<file path="config.mk">
export PLATFORM = sky130hd
export DESIGN_NAME = rv32_hazard
export DESIGN_NICKNAME = d
export VERILOG_FILES = /design/src/rtl/rv32_hazard_pkg.sv /design/src/rtl/rv32_hazard_load_use.sv /design/src/rtl/rv32_hazard.sv
export SDC_FILE = /design/constraint.sdc
export NUM_CORES = 1
export LEC_CHECK = 0
export BUFFER_PORTS_ARGS = -buffer_cell sky130_fd_sc_hd__buf_2
export CAP_MARGIN = 20
export CORE_MARGIN = 3
export CORE_UTILIZATION = 45
export CTS_CLUSTER_DIAMETER = 80
export DETAILED_ROUTE_END_ITERATION = 10
export PLACE_DENSITY = 0.84
export SLEW_MARGIN = 20
export SYNTH_ARGS = -nofsm -noshare
export SYNTH_HDL_FRONTEND = slang
export SYNTH_SLANG_ARGS = --single-unit
export TNS_END_PERCENT = 5
</file>
<file path="constraint.sdc">
create_clock -name clk -period 3.1 [get_ports clk]
set_input_delay 0.465 -clock clk [delete_from_list [all_inputs] [get_ports clk]]
set_output_delay 0.465 -clock clk [all_outputs]
set_load 0.05 [all_outputs]
</file>
<file path="src/rtl/rv32_hazard_pkg.sv">
// Shared types and helpers for the RV32 pipeline hazard controller.
package rv32_hazard_pkg;

  typedef enum logic [1:0] {
    ST_RESET_HOLD = 2'd0,
    ST_RUN        = 2'd1,
    ST_FENCE      = 2'd2
  } hazard_state_e;

  // Width of the post-reset hold counter; never narrower than one bit.
  function automatic int hold_cnt_width(input int hold_cycles);
    return (hold_cycles > 1) ? $clog2(hold_cycles) : 1;
  endfunction

endpackage

</file>
<file path="src/rtl/rv32_hazard_load_use.sv">
// Load-use dependency detector: a load in mem whose destination feeds the
// instruction waiting at the execute input.
module rv32_hazard_load_use (
  input  logic [4:0] execute_rs1_in,
  input  logic [4:0] execute_rs2_in,
  input  logic [4:0] mem_rd_in,
  input  logic       mem_rd_write_in,
  input  logic       mem_read_in,
  output logic       load_use_out
);

  // x0 is never a real producer, so it cannot create a dependency.
  always_comb begin
    load_use_out = mem_read_in & mem_rd_write_in & (|mem_rd_in) &
                   ((mem_rd_in == execute_rs1_in) | (mem_rd_in == execute_rs2_in));
  end

endmodule

</file>
<file path="src/rtl/rv32_hazard.sv">
// Pipeline hazard controller for the five-stage RV32 core: per-stage
// stall/flush generation, post-reset bubbles, fence handshake and a
// stall-cycle counter.
module rv32_hazard
  import rv32_hazard_pkg::*;
#(
  parameter int RESET_HOLD_CYCLES = 4
) (
  input  logic        clk,
  input  logic        reset_n,
  input  logic [4:0]  execute_rs1_in,
  input  logic [4:0]  execute_rs2_in,
  input  logic [4:0]  mem_rd_in,
  input  logic        mem_rd_write_in,
  input  logic        mem_read_in,
  input  logic        mem_write_in,
  input  logic        mem_fence_in,
  input  logic        branch_taken_in,
  input  logic        imem_ready_in,
  input  logic        dmem_ready_in,
  input  logic        fence_done_in,
  output logic        pc_stall_out,
  output logic        fetch_stall_out,
  output logic        fetch_flush_out,
  output logic        decode_stall_out,
  output logic        decode_flush_out,
  output logic        execute_stall_out,
  output logic        execute_flush_out,
  output logic        mem_stall_out,
  output logic        mem_flush_out,
  output logic        fence_req_out,
  output logic [31:0] stall_cycles_out
);

  localparam int HOLD_W = hold_cnt_width(RESET_HOLD_CYCLES);
  localparam logic [HOLD_W-1:0] HOLD_LAST = HOLD_W'(RESET_HOLD_CYCLES - 1);

  hazard_state_e     state, state_next;
  logic [HOLD_W-1:0] hold_cnt, hold_next;
  logic              discard, discard_next;
  logic              load_use;
  logic              dmem_wait;

  rv32_hazard_load_use u_load_use (
    .execute_rs1_in  (execute_rs1_in),
    .execute_rs2_in  (execute_rs2_in),
    .mem_rd_in       (mem_rd_in),
    .mem_rd_write_in (mem_rd_write_in),
    .mem_read_in     (mem_read_in),
    .load_use_out    (load_use)
  );

  assign dmem_wait = (mem_read_in | mem_write_in) & ~dmem_ready_in;

  // The hold counter counts elapsed bubble cycles up from zero, which is the
  // same as loading RESET_HOLD_CYCLES-1 and counting down to zero.
  always_ff @(posedge clk or negedge reset_n) begin
    if (!reset_n) begin
      state    <= ST_RESET_HOLD;
      hold_cnt <= '0;
      discard  <= 1'b0;
    end else begin
      state    <= state_next;
      hold_cnt <= hold_next;
      discard  <= discard_next;
    end
  end

  // Next-state and prioritised stall/flush decode; flushes are only raised
  // for a stage whose stall is low.
  always_comb begin
    state_next        = state;
    hold_next         = hold_cnt;
    discard_next      = discard;
    pc_stall_out      = 1'b0;
    fetch_stall_out   = 1'b0;
    fetch_flush_out   = 1'b0;
    decode_stall_out  = 1'b0;
    decode_flush_out  = 1'b0;
    execute_stall_out = 1'b0;
    execute_flush_out = 1'b0;
    mem_stall_out     = 1'b0;
    mem_flush_out     = 1'b0;
    fence_req_out     = 1'b0;

    case (state)
      ST_RESET_HOLD: begin
        pc_stall_out      = 1'b1;
        fetch_flush_out   = 1'b1;
        decode_flush_out  = 1'b1;
        execute_flush_out = 1'b1;
        mem_flush_out     = 1'b1;
        discard_next      = 1'b0;
        if (hold_cnt == HOLD_LAST) begin
          state_next = ST_RUN;
        end else begin
          hold_next = hold_cnt + HOLD_W'(1);
        end
      end

      ST_RUN: begin
        // A word returning while discard is set is the stale wrong-path fetch.
        if (discard && imem_ready_in) begin
          discard_next = 1'b0;
        end
        if (dmem_wait) begin
          pc_stall_out      = 1'b1;
          fetch_stall_out   = 1'b1;
          decode_stall_out  = 1'b1;
          execute_stall_out = 1'b1;
          mem_flush_out     = 1'b1;
        end else if (mem_fence_in) begin
          pc_stall_out      = 1'b1;
          fetch_stall_out   = 1'b1;
          decode_stall_out  = 1'b1;
          execute_stall_out = 1'b1;
          mem_flush_out     = 1'b1;
          fence_req_out     = 1'b1;
          state_next        = ST_FENCE;
        end else if (branch_taken_in) begin
          fetch_flush_out   = 1'b1;
          decode_flush_out  = 1'b1;
          execute_flush_out = 1'b1;
          if (!imem_ready_in || discard) begin
            discard_next = 1'b1;
          end
        end else begin
          if (load_use) begin
            pc_stall_out      = 1'b1;
            fetch_stall_out   = 1'b1;
            decode_stall_out  = 1'b1;
            execute_flush_out = 1'b1;
          end
          if (!imem_ready_in || discard) begin
            pc_stall_out = 1'b1;
            if (!load_use) begin
              fetch_flush_out = 1'b1;
            end
          end
        end
      end

      ST_FENCE: begin
        if (discard && imem_ready_in) begin
          discard_next = 1'b0;
        end
        if (!fence_done_in) begin
          pc_stall_out      = 1'b1;
          fetch_stall_out   = 1'b1;
          decode_stall_out  = 1'b1;
          execute_stall_out = 1'b1;
          mem_flush_out     = 1'b1;
          fence_req_out     = 1'b1;
        end else begin
          state_next = ST_RUN;
        end
      end

      default: begin
        state_next = ST_RESET_HOLD;
      end
    endcase
  end

  // Stall-cycle counter: every held-PC cycle once the reset bubbles are over.
  always_ff @(posedge clk or negedge reset_n) begin
    if (!reset_n) begin
      stall_cycles_out <= '0;
    end else if (pc_stall_out && (state != ST_RESET_HOLD)) begin
      stall_cycles_out <= stall_cycles_out + 32'd1;
    end
  end

endmodule

</file>
# Word-level counts from Yosys, hierarchy flattened
# Index checks and enable logic that the tools add are counted.
dict set report word_totals {
  ff_bits 37
  in_bits 25
  out_inout_bits 42
  elab_cells 75
}
dict set report op_classes {
  n_eq_ne 9
  addsub 2
  bitwise 8
  n_reduce_logical 10
  muxes 42
}
# cell n
set ops {}
lappend ops {{adder 32 x 1 -> 32 bit (second input constant)} 1}
lappend ops {{two-way mux 1 bit} 28}
lappend ops {{one-hot mux 1 bit (2 select lines)} 6}
lappend ops {{== test 5 bit} 2}
lappend ops {{one-hot mux 1 bit (3 select lines)} 3}
lappend ops {{two-way mux 2 bit} 4}
lappend ops {{inequality test 2 bit (second input constant)} 4}
lappend ops {{one-hot mux 2 bit (3 select lines)} 1}
lappend ops {{OR reduction 5 bit} 1}
lappend ops {{AND 1 bit} 4}
lappend ops {{== test 2 bit (second input constant)} 2}
lappend ops {{AND reduction 4 bit} 1}
lappend ops {{nonzero test 3 bit} 1}
lappend ops {{adder 2 x 1 -> 2 bit (second input constant)} 1}
lappend ops {{== test 2 x 1 -> 1 bit (second input constant)} 1}
lappend ops {{logical AND 1 bit} 2}
lappend ops {{logical NOT 2 bit} 1}
lappend ops {{inverter 1 bit} 2}
lappend ops {{bitwise OR 1 bit} 2}
lappend ops {{AND reduction 2 bit} 1}
lappend ops {{nonzero test 2 bit} 1}
lappend ops {{logical NOT 1 bit} 1}
lappend ops {{logical OR 1 bit} 1}

# Logic depth before layout (Yosys ltp)
# Gate-level depths: netlist of the first run.
dict set report logic_depth {
  word_depth 10
  ltp_mapped 9
  depth_no_buf 8
}

# By module
# Synthesis of the first run repeated with hierarchy kept, for this count alone.
dict set report unflattened {
  hier_cells 205
  area_unflattened_um2 2129.5
}
# mod n_inst seq_area_each_um2 area_per_inst_um2 cells_per_inst
set by_module_without_submodules {}
lappend by_module_without_submodules {rv32_hazard 1 925.9 1996.9 188}
lappend by_module_without_submodules {rv32_hazard_load_use 1 0.0 132.6 17}

# Worst setup path after synthesis of the first run
# No wires, ideal clock.
dict set report synth_path {
  path_kind {input-to-output}
  from {input mem_rd_in[2]}
  to {output fetch_stall_out}
  cell_stages 7
  t_arrival_ns 2.909
  slack_ns -0.274
  path_buffers 1
  required_time_ns 2.635
  path_cell_list {xor2_1 > nor3_1 > a22oi_1 > or2b_1 > o21a_1 > o21ai_0 > buf_4}
}
dict set report synth_between {
  elab_chain_cells 8
  elab_cells_between_ends 11
  classes_between {eq/ne (2); mux (5); bitwise (3); reduce/logical (1)}
}
# item line_no
set synth_lines {}
lappend synth_lines {{start: declaration} rv32_hazard.sv:13} ;# input logic [4:0] mem_rd_in,
lappend synth_lines {{== test 5 bit or OR reduction 5 bit (tied branches)} {rv32_hazard_load_use.sv:15, rv32_hazard_load_use.sv:14}}
lappend synth_lines {{bitwise OR 1 bit or AND 1 bit (tied branches)} {rv32_hazard_load_use.sv:15, rv32_hazard_load_use.sv:14}}
lappend synth_lines {{AND 1 bit *} rv32_hazard_load_use.sv:14} ;# load_use_out = mem_read_in & mem_rd_write_in & (|mem_rd_in) &
lappend synth_lines {{two-way mux 1 bit * (4 in series)} -}
lappend synth_lines {{one-hot mux 1 bit (2 select lines) *} -}
lappend synth_lines {{end: declaration} rv32_hazard.sv:23} ;# output logic fetch_stall_out,
# Mark *: on every way between the ends. The rest lies on a longest branch, timed or not.

# Final worst setup path of the first run
dict set report layout_path {
  from {input mem_rd_in[1]}
  to {output pc_stall_out}
}
dict set report layout_between {
  elab_chain_cells 9
  elab_cells_between_ends 12
  classes_between {eq/ne (2); mux (6); bitwise (3); reduce/logical (1)}
}
# item line_no
set layout_lines {}
lappend layout_lines {{== test 5 bit or OR reduction 5 bit (tied branches)} {rv32_hazard_load_use.sv:15, rv32_hazard_load_use.sv:14}}
lappend layout_lines {{bitwise OR 1 bit or AND 1 bit (tied branches)} {rv32_hazard_load_use.sv:15, rv32_hazard_load_use.sv:14}}
lappend layout_lines {{AND 1 bit *} rv32_hazard_load_use.sv:14}
lappend layout_lines {{two-way mux 1 bit *} rv32_hazard.sv:128} ;# if (load_use) begin
lappend layout_lines {{two-way mux 1 bit *} rv32_hazard.sv:134} ;# if (!imem_ready_in || discard) begin
lappend layout_lines {{two-way mux 1 bit *} rv32_hazard.sv:120} ;# end else if (branch_taken_in) begin
lappend layout_lines {{two-way mux 1 bit *} rv32_hazard.sv:112} ;# end else if (mem_fence_in) begin
lappend layout_lines {{two-way mux 1 bit *} rv32_hazard.sv:106} ;# if (dmem_wait) begin
lappend layout_lines {{one-hot mux 1 bit (3 select lines) *} rv32_hazard.sv:86} ;# case (state)
lappend layout_lines {{end: declaration} rv32_hazard.sv:22} ;# output logic pc_stall_out,
# Marks and branches as above.

==> results_tabular.tex, run 1 <==
\begin{tabular}{lr}
\hline
Metric & Value \\
\hline
\multicolumn{2}{l}{\textbf{Critical path}} \\
\quad Flop-to-flop setup slack & 0.71 ns \\
\quad Type of the worst setup path & input port to primary output \\
\quad Element type at the critical path start & input port \\
\quad Critical Path Sink Type & primary output \\
\quad Worst reg2reg path depth & 8 \\
\quad Required time reported for the critical path endpoint & 2.63 ns \\
\quad Max FO, Critical Path & 4 \\
\quad Arr. time, crit path & 2.08 ns \\
\multicolumn{2}{l}{\textbf{STA}} \\
\quad F\_max & slightly below 400 MHz \\
\quad Number of endpoints failing setup at the final stage & 0 \\
\quad Worst-case headroom to the max-slew limit & 47.19\% \\
\quad Number of slew-limit violations in the final report & 0 \\
\quad Post-Route Skew & about 0.0092 ns \\
\quad Transition time at the pin with the least slew margin & 0.7922 ns \\
\quad Summed negative setup slack over all endpoints & 0 ns \\
\quad Unrepaired setup endpoints after global routing & false \\
\quad Final Hold Violating Endpoints & 0 \\
\quad Post-route clock period utilization & 82.02\% \\
\quad Post-layout minimum cycle time & 2.542 ns \\
\multicolumn{2}{l}{\textbf{Logic synthesis}} \\
\quad Unique cell type count in the Yosys netlist & 45 \\
\quad Leading cell types by total area after synthesis & sky130\_fd\_sc\_hd\_\_dfrtp\_1 (43\%), sky130\_fd\_sc\_hd\_\_xor2\_1 (11\%), sky130\_fd\_sc\_hd\_\_xnor2\_1 (5.6\%) \\
\quad Most common cell in the netlist & sky130\_fd\_sc\_hd\_\_dfrtp\_1 \\
\quad Post-synthesis async set-or-reset flop share & 100.0\% \\
\quad Syn Inst Count & 215 \\
\quad Prevailing post-synth register cell & sky130\_fd\_sc\_hd\_\_dfrtp\_1 \\
\quad Cell taking the most area after synthesis & sky130\_fd\_sc\_hd\_\_dfrtp\_1 \\
\quad Netlist area before placement & between 0.002 and 0.0025 mm\^{}2 \\
\quad Proportion of netlist area held by the largest area contributor & between 40\% and 50\% \\
\quad Synth Register Bits & 37 \\
\quad Most used standard cells in the synthesized netlist & sky130\_fd\_sc\_hd\_\_dfrtp\_1 (37), sky130\_fd\_sc\_hd\_\_xor2\_1 (28), sky130\_fd\_sc\_hd\_\_nor2\_1 (18), sky130\_fd\_sc\_hd\_\_nand2\_1 (16), sky130\_fd\_sc\_hd\_\_xnor2\_1 (14) \\
\quad Mean area per synthesized cell & 10.11 um\^{}2 \\
\quad Synthesized Nets & 246 \\
\quad Count of flip-flops with a built-in enable after synthesis & 0 \\
\quad Sequential element share of the synthesized area & 42.60\% \\
\quad Warning count from the yosys run & 0 \\
\multicolumn{2}{l}{\textbf{GRT}} \\
\quad Antenna violations before repair & 0 \\
\quad Pin count of the biggest net entering global routing & 38 \\
\quad GR peak layer & met2 \\
\quad Total overflow reported by the global router & 0 \\
\quad GRT Resource Usage Total & 17.01\% \\
\quad Met1 GRT Util & between 20\% and 30\% \\
\quad Met2 Use GR & 29.53\% \\
\quad Wire length of the first global-routing pass & 7548 um \\
\quad Number of global-route vias before repair & 1762 \\
\quad GRT met3 Usage & 3.562\% \\
\multicolumn{2}{l}{\textbf{Clocking}} \\
\quad \# H-tree levels & 2 \\
\quad Clock slew at the register clock pins of the worst setup and hold paths & 0.08 ns \\
\quad Source-to-sink clock delay at the later pin of the worst-skew pair & 0.29 ns \\
\quad Cell at the root of the clock tree & sky130\_fd\_sc\_hd\_\_clkbuf\_8 \\
\quad Maximum root-to-sink buffer count & 2 \\
\quad Clock sinks & 37 \\
\quad Hold\_buf cts & 0 \\
\quad \# resized after CTS & 0 \\
\quad Number of buffers inserted by post-CTS setup repair & 0 \\
\quad TritonCTS clock tree & done \\
\quad Number of buffers added by the clock tree synthesis step & 5 \\
\multicolumn{2}{l}{\textbf{Finish}} \\
\quad Filler cell count & $\sim$380 \\
\quad Synthesis-to-layout area growth & 21.42\% \\
\quad Net count, final & approximately 310 \\
\quad Ratio of cells with drive above 1 in the final layout & 28.98\% \\
\quad Number of antenna cells inserted & 0 \\
\quad Post-route cell area & roughly 0.0026 mm\^{}2 \\
\multicolumn{2}{l}{\textbf{Route}} \\
\quad Detail-routed via count per cell & 5.427 \\
\quad Wire length after detailed routing & 4589 um \\
\quad Average wire per standard cell & 13.70 um \\
\quad Initial DRT Pass Iterations & 4 \\
\quad Number of design rule violations left after detail routing & 0 \\
\quad Number of DRC violations after detailed-routing iteration 0 & 44 \\
\quad Via count & between 1500 and 2000 \\
\quad Remaining number of nets flagged by the antenna check after routing & 0 \\
\multicolumn{2}{l}{\textbf{Power}} \\
\quad Sequential group share of total power & between 30\% and 40\% \\
\quad Switching power total & 0.9153 mW \\
\quad Areal power density over the cells & between 700 and 800 mW/mm\^{}2 \\
\quad Internal Dissipation & approximately 1.1 mW \\
\quad Largest vdd supply drop & 0.0004013 V \\
\quad Leakage & between 1 and 1.5 nW \\
\quad Relative contribution of the clock network to total power & 21.8\% \\
\quad Part of the power in combinational logic & 48.3\% \\
\quad Share of total power consumed by net switching & between 40 and 50\% \\
\multicolumn{2}{l}{\textbf{Place}} \\
\quad Port Buffers & 65 \\
\quad Detailed placement HPWL & 3477 um \\
\quad DP Area & 0.002522 mm\^{}2 \\
\quad Placer's final routability congestion estimate & 0.7729 \\
\multicolumn{2}{l}{\textbf{Floorplanning}} \\
\quad Core Rows & 24 \\
\quad Core outline area & 0.004504 mm\^{}2 \\
\quad Die width & $\sim$75 um \\
\quad Initial standard-cell utilization of the core & 48.25\% \\
\quad Full die area & 0.005700 mm\^{}2 \\
\quad Vert. Die Dim & 75.50 um \\
\quad Ports & between 60 and 70 \\
\multicolumn{2}{l}{\textbf{Hold path}} \\
\quad Hold WC Path Type & input port to async pin \\
\multicolumn{2}{l}{\textbf{Flow run}} \\
\quad MaxCap Viol Count & 0 \\
\multicolumn{2}{l}{\textbf{Outcome}} \\
\quad Outcome & finished clean \\
\hline
\end{tabular}
==> critical path, stage by stage <==
cell and delay [ns]:
sky130_fd_sc_hd__buf_2 0.12, sky130_fd_sc_hd__or3_1 0.37, sky130_fd_sc_hd__o311a_1 0.36, sky130_fd_sc_hd__or2b_1 0.24, sky130_fd_sc_hd__nor2_1 0.06, sky130_fd_sc_hd__o31a_1 0.26, sky130_fd_sc_hd__buf_2 0.21
==> per-stage QoR <==
step                power [mW]  worst slack (ns)  utilization [%]  hold slack, ns  instances
floorplan                1.351            0.1644                -          0.1694        215
global placement         1.536            0.5818            56.00          0.4582        327
detailed placement       1.555            0.5588            56.00          0.4752        327
CTS                      1.983            0.5558            58.58          0.2882        335
global route             2.082            0.4701            58.58          0.3224        335
finish                   1.970            0.5575            58.58          0.2505        335
==> path summary, 6_finish.rpt <==
kind | start | to
max | mem_rd_in[1] | pc_stall_out
min | reset_n | stall_cycles_out[25]
max reg2reg | state[1] | stall_cycles_out[17]
min reg2reg | stall_cycles_out[31] | stall_cycles_out[31]
max in group asynchronous | reset_n | stall_cycles_out[14]
min in group clk | stall_cycles_out[31] | stall_cycles_out[31]
==> logic make-up after synthesis <==
family / Yosys count / synth area share (%)
and+or+nand+nor: 89 / 23.89
xor gates and xnor gates: 42 / 16.93
muxes: 2 / 1.036
buffers and inverters: 14 / 3.454
DFF: 37 / 42.60
other: 1 / 0.1725
AOI/OAI and AO/OA: 24 / 8.464
adders and majority gates: 6 / 3.454
==> routing by layer <==
| layer | share of wire (%) | up-vias |
|---|---|---|
| met1 | 45 | 860 |
| met4 | 0.92 | 0 |
| met2 | 46 | 74 |
| li1 | - | 879 |
| met3 | 8.4 | 5 |
| met5 | 0 | - |
==> power groups by stage <==
stage / Combinational [mW] / Sequential (mW) / Clock, mW
after floorplan: 0.652 / 0.699 / 0
after detailed placement: 0.956 / 0.599 / 0
final: 0.951 / 0.590 / 0.429
after CTS: 0.959 / 0.590 / 0.434
after global placement: 0.942 / 0.595 / 0
after global routing: 1.03 / 0.603 / 0.449
==> area by class of cell <==
class | instances | area, um^2 | share of cell area (%)
Clock buffer | 7 | 86.33 | 3.272
Multi-Input combinational cell | 164 | 1172 | 44.43
Sequential cell | 37 | 925.9 | 35.09
Inverter | 9 | 33.78 | 1.280
Tap cell | 52 | 65.06 | 2.466
Clock inverter | 1 | 30.03 | 1.138
Timing Repair Buffer | 65 | 325.3 | 12.33
==> cells in the final DEF, fill, tap and decap left out, drive strengths merged, types with 2 or more instances in the layout <==
cell	n
buf	65
dfrtp	37
xor2	28
nor2	18
nand2	16
xnor2	14
nand4	13
nor3	11
inv	9
clkbuf	7
ha	6
nand2b	5
nor3b	5
o21ai	4
o21bai	3
and2	3
a21oi	3
nand3	3
and3	3
and4	3
or2b	2
nor2b	2
a2bb2oi	2
mux2	2
o2bb2ai	2
==> flip-flops by register name (all words and copies together), names as in the netlist <==
signal	cells
discard	1
hold_cnt	2
stall_cycles_out	32
state	2
(Power assumes the default switching activity.)
==> inputs of run 2 (changes only) <==
ABC_AREA = 1   (was default)
clock period = 2.1 ns   (was 3.1 ns; I/O delays follow)
==> run 2 against run 1 <==
Against the previous run: clock skew decreased by 0.0049 ns; final cell count is 62% higher; critical endpoint unchanged; largest power group unchanged; sequential cell count did not move.
==> results_tabular.tex, run 2 <==
\begin{tabular}{lr}
\hline
Metric & Value \\
\hline
\multicolumn{2}{l}{\textbf{Clocking}} \\
\quad Cell at the root of the clock tree & sky130\_fd\_sc\_hd\_\_clkbuf\_8 \\
\quad Number of buffers inserted by post-CTS setup repair & 0 (unchanged) \\
\quad Maximum root-to-sink buffer count & 2 (unchanged) \\
\quad Number of buffers added by the clock tree synthesis step & 5 (unchanged) \\
\quad Hold\_buf cts & 0 (unchanged) \\
\quad Clock slew at the register clock pins of the worst setup and hold paths & 0.07 ns (about the same) \\
\quad \# H-tree levels & 2 (unchanged) \\
\quad TritonCTS clock tree & done \\
\quad Clock sinks & 37 (unchanged) \\
\quad Source-to-sink clock delay at the later pin of the worst-skew pair & 0.30 ns (about the same) \\
\multicolumn{2}{l}{\textbf{Critical path}} \\
\quad Cells traversed along the worst timing path & inv\_1, ha\_2, inv\_1, nor2\_2, inv\_2, a31oi\_2, buf\_6 \\
\quad Required time reported for the critical path endpoint & 1.78 ns (-0.85 ns) \\
\quad Element type at the critical path start & register \\
\quad Flop-to-flop setup slack & 0.19 ns (-0.52 ns) \\
\quad Worst path buffer plus inverter count & 4 (+2) \\
\quad Dominant cell type by count on the critical path & sky130\_fd\_sc\_hd\_\_inv\_1 \\
\quad Critical Path Sink Type & primary output \\
\quad Arr. time, crit path & 1.73 ns (-0.35 ns) \\
\quad Max FO, Critical Path & 4 (unchanged) \\
\quad Largest stage delay on the critical path & 0.41 ns (+0.04 ns) \\
\quad CP top delay family & buffers and inverters \\
\quad Beginning of the worst register-to-register path & state[1] \\
\quad Type of the worst setup path & register to primary output \\
\quad Standard cell with the maximum stage delay on the critical path & sky130\_fd\_sc\_hd\_\_dfrtp\_1 \\
\quad R2R Path End & stall\_cycles\_out[6] \\
\quad Worst reg2reg path depth & 9 (+1) \\
\multicolumn{2}{l}{\textbf{STA}} \\
\quad Final Hold Violating Endpoints & 0 (unchanged) \\
\quad Number of endpoints failing setup at the final stage & 0 (unchanged) \\
\quad Transition time at the pin with the least slew margin & 0.8197 ns (+0.02752 ns) \\
\quad Post-route clock period utilization & 97.26\% \\
\quad Post-layout minimum cycle time & approximately 2.0 ns \\
\quad Post-Route Skew & 0.004314 ns (-0.004885 ns) \\
\quad Number of slew-limit violations in the final report & 0 (unchanged) \\
\quad Unrepaired setup endpoints after global routing & true \\
\quad Worst-case headroom to the max-slew limit & 45.35\% (-1.8 points) \\
\quad F\_max & 489.6 MHz \\
\quad Final-layout worst hold slack & 0.1110 ns (-0.1395 ns) \\
\multicolumn{2}{l}{\textbf{Floorplanning}} \\
\quad Core Rows & 27 (+13\%) \\
\quad Full die area & 0.007149 mm\^{}2 (+25\%) \\
\quad Vert. Die Dim & 84.55 um (+12\%) \\
\quad Ports & 67 (unchanged) \\
\quad Die width & 84.55 um (+12\%) \\
\quad Core outline area & 0.005743 mm\^{}2 (+28\%) \\
\quad Initial standard-cell utilization of the core & 48.34\% (+0.094 points) \\
\multicolumn{2}{l}{\textbf{Route}} \\
\quad Remaining number of nets flagged by the antenna check after routing & 0 (unchanged) \\
\quad Wire length after detailed routing & 7416 um (+62\%) \\
\quad Number of DRC violations after detailed-routing iteration 0 & 222 (+400\%) \\
\quad Average wire per standard cell & 13.66 um (-0.30\%) \\
\quad Initial DRT Pass Iterations & 6 (+2) \\
\quad Number of design rule violations left after detail routing & 0 (unchanged) \\
\quad Via count & 2895 (+59\%) \\
\quad Detail-routed via count per cell & 5.331 (-1.8\%) \\
\multicolumn{2}{l}{\textbf{Logic synthesis}} \\
\quad Prevailing post-synth register cell & sky130\_fd\_sc\_hd\_\_dfrtp\_1 \\
\quad Most common cell in the netlist & sky130\_fd\_sc\_hd\_\_nand2\_1 \\
\quad Syn Inst Count & 411 (+91\%) \\
\quad Netlist area before placement & 0.002776 mm\^{}2 (+28\%) \\
\quad Cell taking the most area after synthesis & sky130\_fd\_sc\_hd\_\_dfrtp\_1 \\
\quad Mean area per synthesized cell & 6.755 um\^{}2 (-33\%) \\
\quad Unique cell type count in the Yosys netlist & 29 (-36\%) \\
\quad Leading cell types by total area after synthesis & sky130\_fd\_sc\_hd\_\_dfrtp\_1 (33\%), sky130\_fd\_sc\_hd\_\_nand2\_1 (21\%), sky130\_fd\_sc\_hd\_\_nand4\_1 (8.3\%) \\
\quad Warning count from the yosys run & 0 (unchanged) \\
\quad Proportion of netlist area held by the largest area contributor & 33.35\% (-9.3 points) \\
\quad Synth Register Bits & 37 (unchanged) \\
\quad Count of flip-flops with a built-in enable after synthesis & 0 (unchanged) \\
\quad Sequential element share of the synthesized area & 33.35\% (-9.3 points) \\
\quad Post-synthesis async set-or-reset flop share & 100.0\% (unchanged) \\
\quad Synthesized Nets & 442 (+80\%) \\
\quad Most used standard cells in the synthesized netlist & sky130\_fd\_sc\_hd\_\_nand2\_1 (156), sky130\_fd\_sc\_hd\_\_nor2\_1 (47), sky130\_fd\_sc\_hd\_\_dfrtp\_1 (37), sky130\_fd\_sc\_hd\_\_nand4\_1 (37), sky130\_fd\_sc\_hd\_\_inv\_1 (32) \\
\multicolumn{2}{l}{\textbf{Finish}} \\
\quad Registers with the most flip-flops & stall\_cycles\_out (32), hold\_cnt (2), state (2) \\
\quad Filler cell count & 559 (+46\%) \\
\quad Commonest cells after routing, fill and taps aside & sky130\_fd\_sc\_hd\_\_nand2\_1 (156), sky130\_fd\_sc\_hd\_\_buf\_2 (58), sky130\_fd\_sc\_hd\_\_nor2\_1 (46) \\
\quad Number of flip-flops in the largest register & 32 (unchanged) \\
\quad Synthesis-to-layout area growth & 16.99\% \\
\quad Ratio of cells with drive above 1 in the final layout & 19.75\% (-9.2 points) \\
\quad Net count, final & 502 (+60\%) \\
\quad Leading cell type in the layout, fill and taps excluded & sky130\_fd\_sc\_hd\_\_nand2\_1 \\
\quad Register bank with the most flops & stall\_cycles\_out \\
\quad Post-route cell area & 0.003248 mm\^{}2 (+23\%) \\
\quad Number of antenna cells inserted & 0 (unchanged) \\
\quad Area used by multi-input combinational logic & 0.001638 mm\^{}2 (+40\%) \\
\quad Register area & 925.9 um\^{}2 (unchanged) \\
\multicolumn{2}{l}{\textbf{Outcome}} \\
\quad Outcome & finished clean \\
\multicolumn{2}{l}{\textbf{Flow run}} \\
\quad MaxCap Viol Count & 0 (unchanged) \\
\multicolumn{2}{l}{\textbf{GRT}} \\
\quad Total overflow reported by the global router & 0 (unchanged) \\
\quad Wire length of the first global-routing pass & 12650 um (+68\%) \\
\quad Antenna violations before repair & 0 (unchanged) \\
\quad Pin count of the biggest net entering global routing & 38 (unchanged) \\
\quad Number of global-route vias before repair & 2745 (+56\%) \\
\quad GRT Resource Usage Total & 21.48\% (+4.5 points) \\
\multicolumn{2}{l}{\textbf{Power}} \\
\quad Areal power density over the cells & 1029 mW/mm\^{}2 (+38\%) \\
\quad Leakage & 1.783 nW (+30\%) \\
\quad Largest vdd supply drop & 0.0007256 V (+81\%) \\
\multicolumn{2}{l}{\textbf{Place}} \\
\quad Port Buffers & 65 (unchanged) \\
\quad Placer's final routability congestion estimate & 0.9760 (+26\%) \\
\quad DP Area & 0.003123 mm\^{}2 (+24\%) \\
\quad Detailed placement HPWL & 5679 um (+63\%) \\
\multicolumn{2}{l}{\textbf{Hold path}} \\
\quad Hold WC Path Type & input port to async pin \\
\hline
\end{tabular}
run 2: changes by cell type in the layout (fill, tap and decap cells not counted), sizes merged, moves of 4 or more:
| cell | change |
|---|---|
| nor2 | +30 |
| nand3 | +7 |
| xor2 | -8 |
| nand2b | -5 |
| nor3 | +4 |
| nand4 | +24 |
| inv | +27 |
| nor3b | -5 |
| nand2 | +144 |
run 2: layer usage:
layer  vias to the layer above  GRT usage (%)  wire [um]  share of wire (%)
li1                       1439              -          -                  -
met1                      1351          28.43       3239                 44
met2                        91          35.52       3624                 49
met3                        14          4.220        420                5.7
met4                         0          6.331        132                1.8
met5                         -              0          0                  0
run 2: what timing repair did:
action | CTS | global route
gates cloned | 0 | 0
resized for setup | 2 | 17
endpoints found under the setup margin | 1 | 7
run 2: worst register-to-register path, cell delays in order (launching register included):
cell                      delay [ns]
sky130_fd_sc_hd__dfrtp_1        0.41
sky130_fd_sc_hd__inv_1          0.10
sky130_fd_sc_hd__ha_2           0.24
sky130_fd_sc_hd__inv_1          0.09
sky130_fd_sc_hd__nor2_1         0.13
sky130_fd_sc_hd__nand2_2        0.10
sky130_fd_sc_hd__nand2_4        0.18
sky130_fd_sc_hd__nand3_4        0.33
sky130_fd_sc_hd__nand2_1        0.15
sky130_fd_sc_hd__nand2_1        0.07
run 2: how the worst max path moves through the flow:
stage,from,to,slack (ns),cells after the start
after global routing,state[0],pc_stall_out,-0.03,7
after floorplan,state[0],pc_stall_out,-0.12,6
after detailed placement,mem_rd_in[1],stall_cycles_out[6],0.17,14
final,state[0],pc_stall_out,0.06,7
after global placement,mem_rd_in[0],pc_stall_out,0.24,11
after CTS,state[0],pc_stall_out,0.006,7
run 2: final cells by class:
class	count	share of cell area, %
sequential	37	28.51
tap	72	2.773
clock buffer	7	2.658
inverter	37	4.276
timing repair buffer	68	11.36
multi-input combinational	322	50.42
run 2: stage by stage:
step | util, % | setup TNS (ns) | std cells | setup WS, ns | power [mW]
after global placement | 54.38 | 0 | 536 | 0.2407 | 2.666
final | 56.56 | 0 | 543 | 0.05760 | 3.342
after detailed placement | 54.38 | 0 | 536 | 0.1653 | 2.733
after floorplan | - | -0.1641 | 411 | -0.1246 | 2.416
after CTS | 55.97 | 0 | 543 | 0.005810 | 3.263
after global routing | 56.56 | -0.06098 | 543 | -0.02756 | 3.546
run 2: cells by family (layout without fill, tap and decap cells):
kind of cell	Yosys count	count (layout)	share of synthesized area, %
other	1	1	0.1351
adder cells (fa/ha/maj)	6	6	2.704
XOR/XNOR	31	31	9.779
flip-flops	37	37	33.35
buffers and inverters	52	112	8.652
AO/OA/AOI/OAI	12	12	2.613
AND/OR/NAND/NOR	272	272	42.77
run 2: where the power goes:
| part | switching, mW | internal [mW] |
|---|---|---|
| clock network | 0.256 | 0.261 |
| logic | 1.45 | 0.490 |
| registers | 0.0900 | 0.801 |
| total | 1.79 | 1.55 |
==> inputs of run 3 (changes only) <==
REMOVE_ABC_BUFFERS = 1   (was default)
SLEW_MARGIN = default   (was 20)
==> run 3 against run 2 <==
Against the previous run: combinational power about the same; core utilization rose by 0.76 points; final cell count grew 0.18%; first-iteration DRC count shrank 19%; critical path type unchanged; worst hold slack got worse by 0.0051 ns; clock power rose by 24%; highest routed layer unchanged.
==> results_tabular.tex, run 3 (same netlist as run 2, synthesis figures left out) <==
\begin{tabular}{lr}
\hline
Metric & Value \\
\hline
\multicolumn{2}{l}{\textbf{Finish}} \\
\quad Synthesis-to-layout area growth & 18.57\% \\
\quad Commonest cells after routing, fill and taps aside & sky130\_fd\_sc\_hd\_\_nand2\_1 (156), sky130\_fd\_sc\_hd\_\_buf\_2 (59), sky130\_fd\_sc\_hd\_\_nor2\_1 (46) \\
\quad Registers with the most flip-flops & stall\_cycles\_out (32), hold\_cnt (2), state (2) \\
\quad Number of antenna cells inserted & 0 (unchanged) \\
\quad Leading cell type in the layout, fill and taps excluded & sky130\_fd\_sc\_hd\_\_nand2\_1 \\
\quad Register bank with the most flops & stall\_cycles\_out \\
\quad Filler cell count & 555 (-0.72\%) \\
\quad Net count, final & 502 (unchanged) \\
\quad Ratio of cells with drive above 1 in the final layout & 20.13\% (+0.38 points) \\
\quad Number of flip-flops in the largest register & 32 (unchanged) \\
\multicolumn{2}{l}{\textbf{Clocking}} \\
\quad Hold\_buf cts & 0 (unchanged) \\
\quad Cell at the root of the clock tree & sky130\_fd\_sc\_hd\_\_clkbuf\_8 \\
\quad Source-to-sink clock delay at the later pin of the worst-skew pair & 0.29 ns (about the same) \\
\quad Maximum root-to-sink buffer count & 2 (unchanged) \\
\quad \# H-tree levels & 2 (unchanged) \\
\quad Clock slew at the register clock pins of the worst setup and hold paths & 0.07 ns (about the same) \\
\quad Clock sinks & 37 (unchanged) \\
\quad Number of buffers added by the clock tree synthesis step & 5 (unchanged) \\
\quad TritonCTS clock tree & done \\
\quad Number of buffers inserted by post-CTS setup repair & 0 (unchanged) \\
\multicolumn{2}{l}{\textbf{Place}} \\
\quad Placer's final routability congestion estimate & 0.9701 (-0.60\%) \\
\quad Detailed placement HPWL & 5500 um (-3.1\%) \\
\quad Port Buffers & 65 (unchanged) \\
\multicolumn{2}{l}{\textbf{Critical path}} \\
\quad Type of the worst setup path & register to primary output \\
\quad CP top delay family & buffers and inverters \\
\quad Arr. time, crit path & 1.75 ns (+0.02 ns) \\
\quad Required time reported for the critical path endpoint & 1.78 ns (about the same) \\
\quad R2R Path End & stall\_cycles\_out[9] \\
\quad Startpoint of the worst setup timing path & state[1] \\
\quad Element type at the critical path start & register \\
\quad Worst reg2reg path depth & 7 (-2) \\
\quad Cells traversed along the worst timing path & ha\_1, clkinvlp\_4, nand2\_1, inv\_1, buf\_2 \\
\quad Beginning of the worst register-to-register path & state[1] \\
\quad Flop-to-flop setup slack & 0.18 ns (about the same) \\
\quad Largest stage delay on the critical path & 0.40 ns (about the same) \\
\quad Standard cell with the maximum stage delay on the critical path & sky130\_fd\_sc\_hd\_\_dfrtp\_1 \\
\quad Max FO, Critical Path & 18 (+14) \\
\quad Worst path buffer plus inverter count & 3 (-1) \\
\quad Critical Path Sink Type & primary output \\
\multicolumn{2}{l}{\textbf{STA}} \\
\quad Number of endpoints failing setup at the final stage & 0 (unchanged) \\
\quad Unrepaired setup endpoints after global routing & true \\
\quad F\_max & 484.8 MHz (-0.98\%) \\
\quad Summed negative setup slack over all endpoints & 0 ns (unchanged) \\
\quad Post-route clock period utilization & 98.22\% (+0.96 points) \\
\quad Transition time at the pin with the least slew margin & 0.7976 ns (-0.02213 ns) \\
\quad Number of slew-limit violations in the final report & 0 (unchanged) \\
\quad Worst-case headroom to the max-slew limit & 46.83\% (+1.5 points) \\
\quad Post-Route Skew & 0.006454 ns (+0.002140 ns) \\
\quad Final-layout worst hold slack & 0.1059 ns (-0.005083 ns) \\
\quad Post-layout minimum cycle time & 2.063 ns (+0.02026 ns) \\
\quad Final Hold Violating Endpoints & 0 (unchanged) \\
\multicolumn{2}{l}{\textbf{GRT}} \\
\quad GRT Resource Usage Total & 20.42\% (-1.1 points) \\
\quad Antenna violations before repair & 0 (unchanged) \\
\quad Pin count of the biggest net entering global routing & 38 (unchanged) \\
\quad Total overflow reported by the global router & 0 (unchanged) \\
\quad Wire length of the first global-routing pass & 12190 um (-3.7\%) \\
\quad Number of global-route vias before repair & 2666 (-2.9\%) \\
\multicolumn{2}{l}{\textbf{Power}} \\
\quad Areal power density over the cells & 1057 mW/mm\^{}2 (+2.7\%) \\
\quad Largest vdd supply drop & 0.0009817 V (+35\%) \\
\quad Leakage & 1.796 nW (+0.73\%) \\
\multicolumn{2}{l}{\textbf{Floorplanning}} \\
\quad Die width & 84.55 um (unchanged) \\
\quad Core Rows & 27 (unchanged) \\
\quad Core outline area & 0.005743 mm\^{}2 (unchanged) \\
\quad Initial standard-cell utilization of the core & 48.34\% (unchanged) \\
\quad Ports & 67 (unchanged) \\
\quad Vert. Die Dim & 84.55 um (unchanged) \\
\quad Full die area & 0.007149 mm\^{}2 (unchanged) \\
\multicolumn{2}{l}{\textbf{Flow run}} \\
\quad MaxCap Viol Count & 0 (unchanged) \\
\multicolumn{2}{l}{\textbf{Route}} \\
\quad Number of design rule violations left after detail routing & 0 (unchanged) \\
\quad Via count & 2854 (-1.4\%) \\
\quad Wire length after detailed routing & 7205 um (-2.8\%) \\
\quad Remaining number of nets flagged by the antenna check after routing & 0 (unchanged) \\
\quad Detail-routed via count per cell & 5.246 (-1.6\%) \\
\quad Average wire per standard cell & 13.24 um (-3.0\%) \\
\quad Initial DRT Pass Iterations & 4 (-2) \\
\quad Number of DRC violations after detailed-routing iteration 0 & 180 (-19\%) \\
\multicolumn{2}{l}{\textbf{Hold path}} \\
\quad Hold WC Path Type & input port to async pin \\
\multicolumn{2}{l}{\textbf{Outcome}} \\
\quad Outcome & finished clean \\
\hline
\end{tabular}
-- run 3: report_power, final --
part,internal (mW),switching (mW),leakage (nW),total (mW)
Clock,0.386,0.256,0.0574,0.642
Combinational,0.495,1.45,1.23,1.94
Sequential,0.801,0.0938,0.504,0.894
-- run 3: final cells by class --
| class | instances | area [um^2] | share of cell area, % |
|---|---|---|---|
| multi-input cells | 322 | 1643 | 49.91 |
| flip-flops and latches | 37 | 925.9 | 28.13 |
| inverters | 37 | 142.6 | 4.333 |
| clock buffers | 6 | 82.58 | 2.509 |
| repair buffers | 68 | 370.4 | 11.25 |
| clock inverters | 2 | 37.54 | 1.140 |
| well taps | 72 | 90.09 | 2.737 |
-- run 3: metal layers --
layer / up-vias / GRT usage (%) / routed length (um)
met5: - / 0 / 0
met2: 104 / 33.24 / 3343
met4: 0 / 6.763 / 102
met3: 12 / 4.024 / 539
met1: 1299 / 27.23 / 3219
li1: 1439 / - / -
-- run 3: timing repair --
action | CTS | global route
pin swaps | 0 | 0
gates cloned | 0 | 0
setup endpoints to repair | 3 | 18
gates resized for setup | 3 | 18
-- run 3: per-stage QoR --
stage / power [mW] / util (%) / area (um^2) / instances / worst slack (ns)
6_report: 3.479 / 57.32 / 3292 / 544 / 0.03734
5_1_grt: 3.708 / 57.32 / 3292 / 544 / -0.05946
3_3_place_gp: 2.634 / 54.20 / 3113 / 536 / 0.2783
3_5_place_dp: 2.694 / 54.20 / 3113 / 536 / 0.1974
2_1_floorplan: 2.218 / - / 2675 / 396 / -0.8681
4_1_cts: 3.366 / 56.43 / 3241 / 544 / -0.009860
-- run 3: worst max-delay path by stage --
stage | depth (start not counted) | end | slack, ns
floorplan | 5 | execute_flush_out | -0.87
global placement | 12 | pc_stall_out | 0.28
detailed placement | 13 | stall_cycles_out[9] | 0.20
CTS | 7 | pc_stall_out | -0.01
global route | 5 | mem_flush_out | -0.06
finish | 5 | mem_flush_out | 0.04
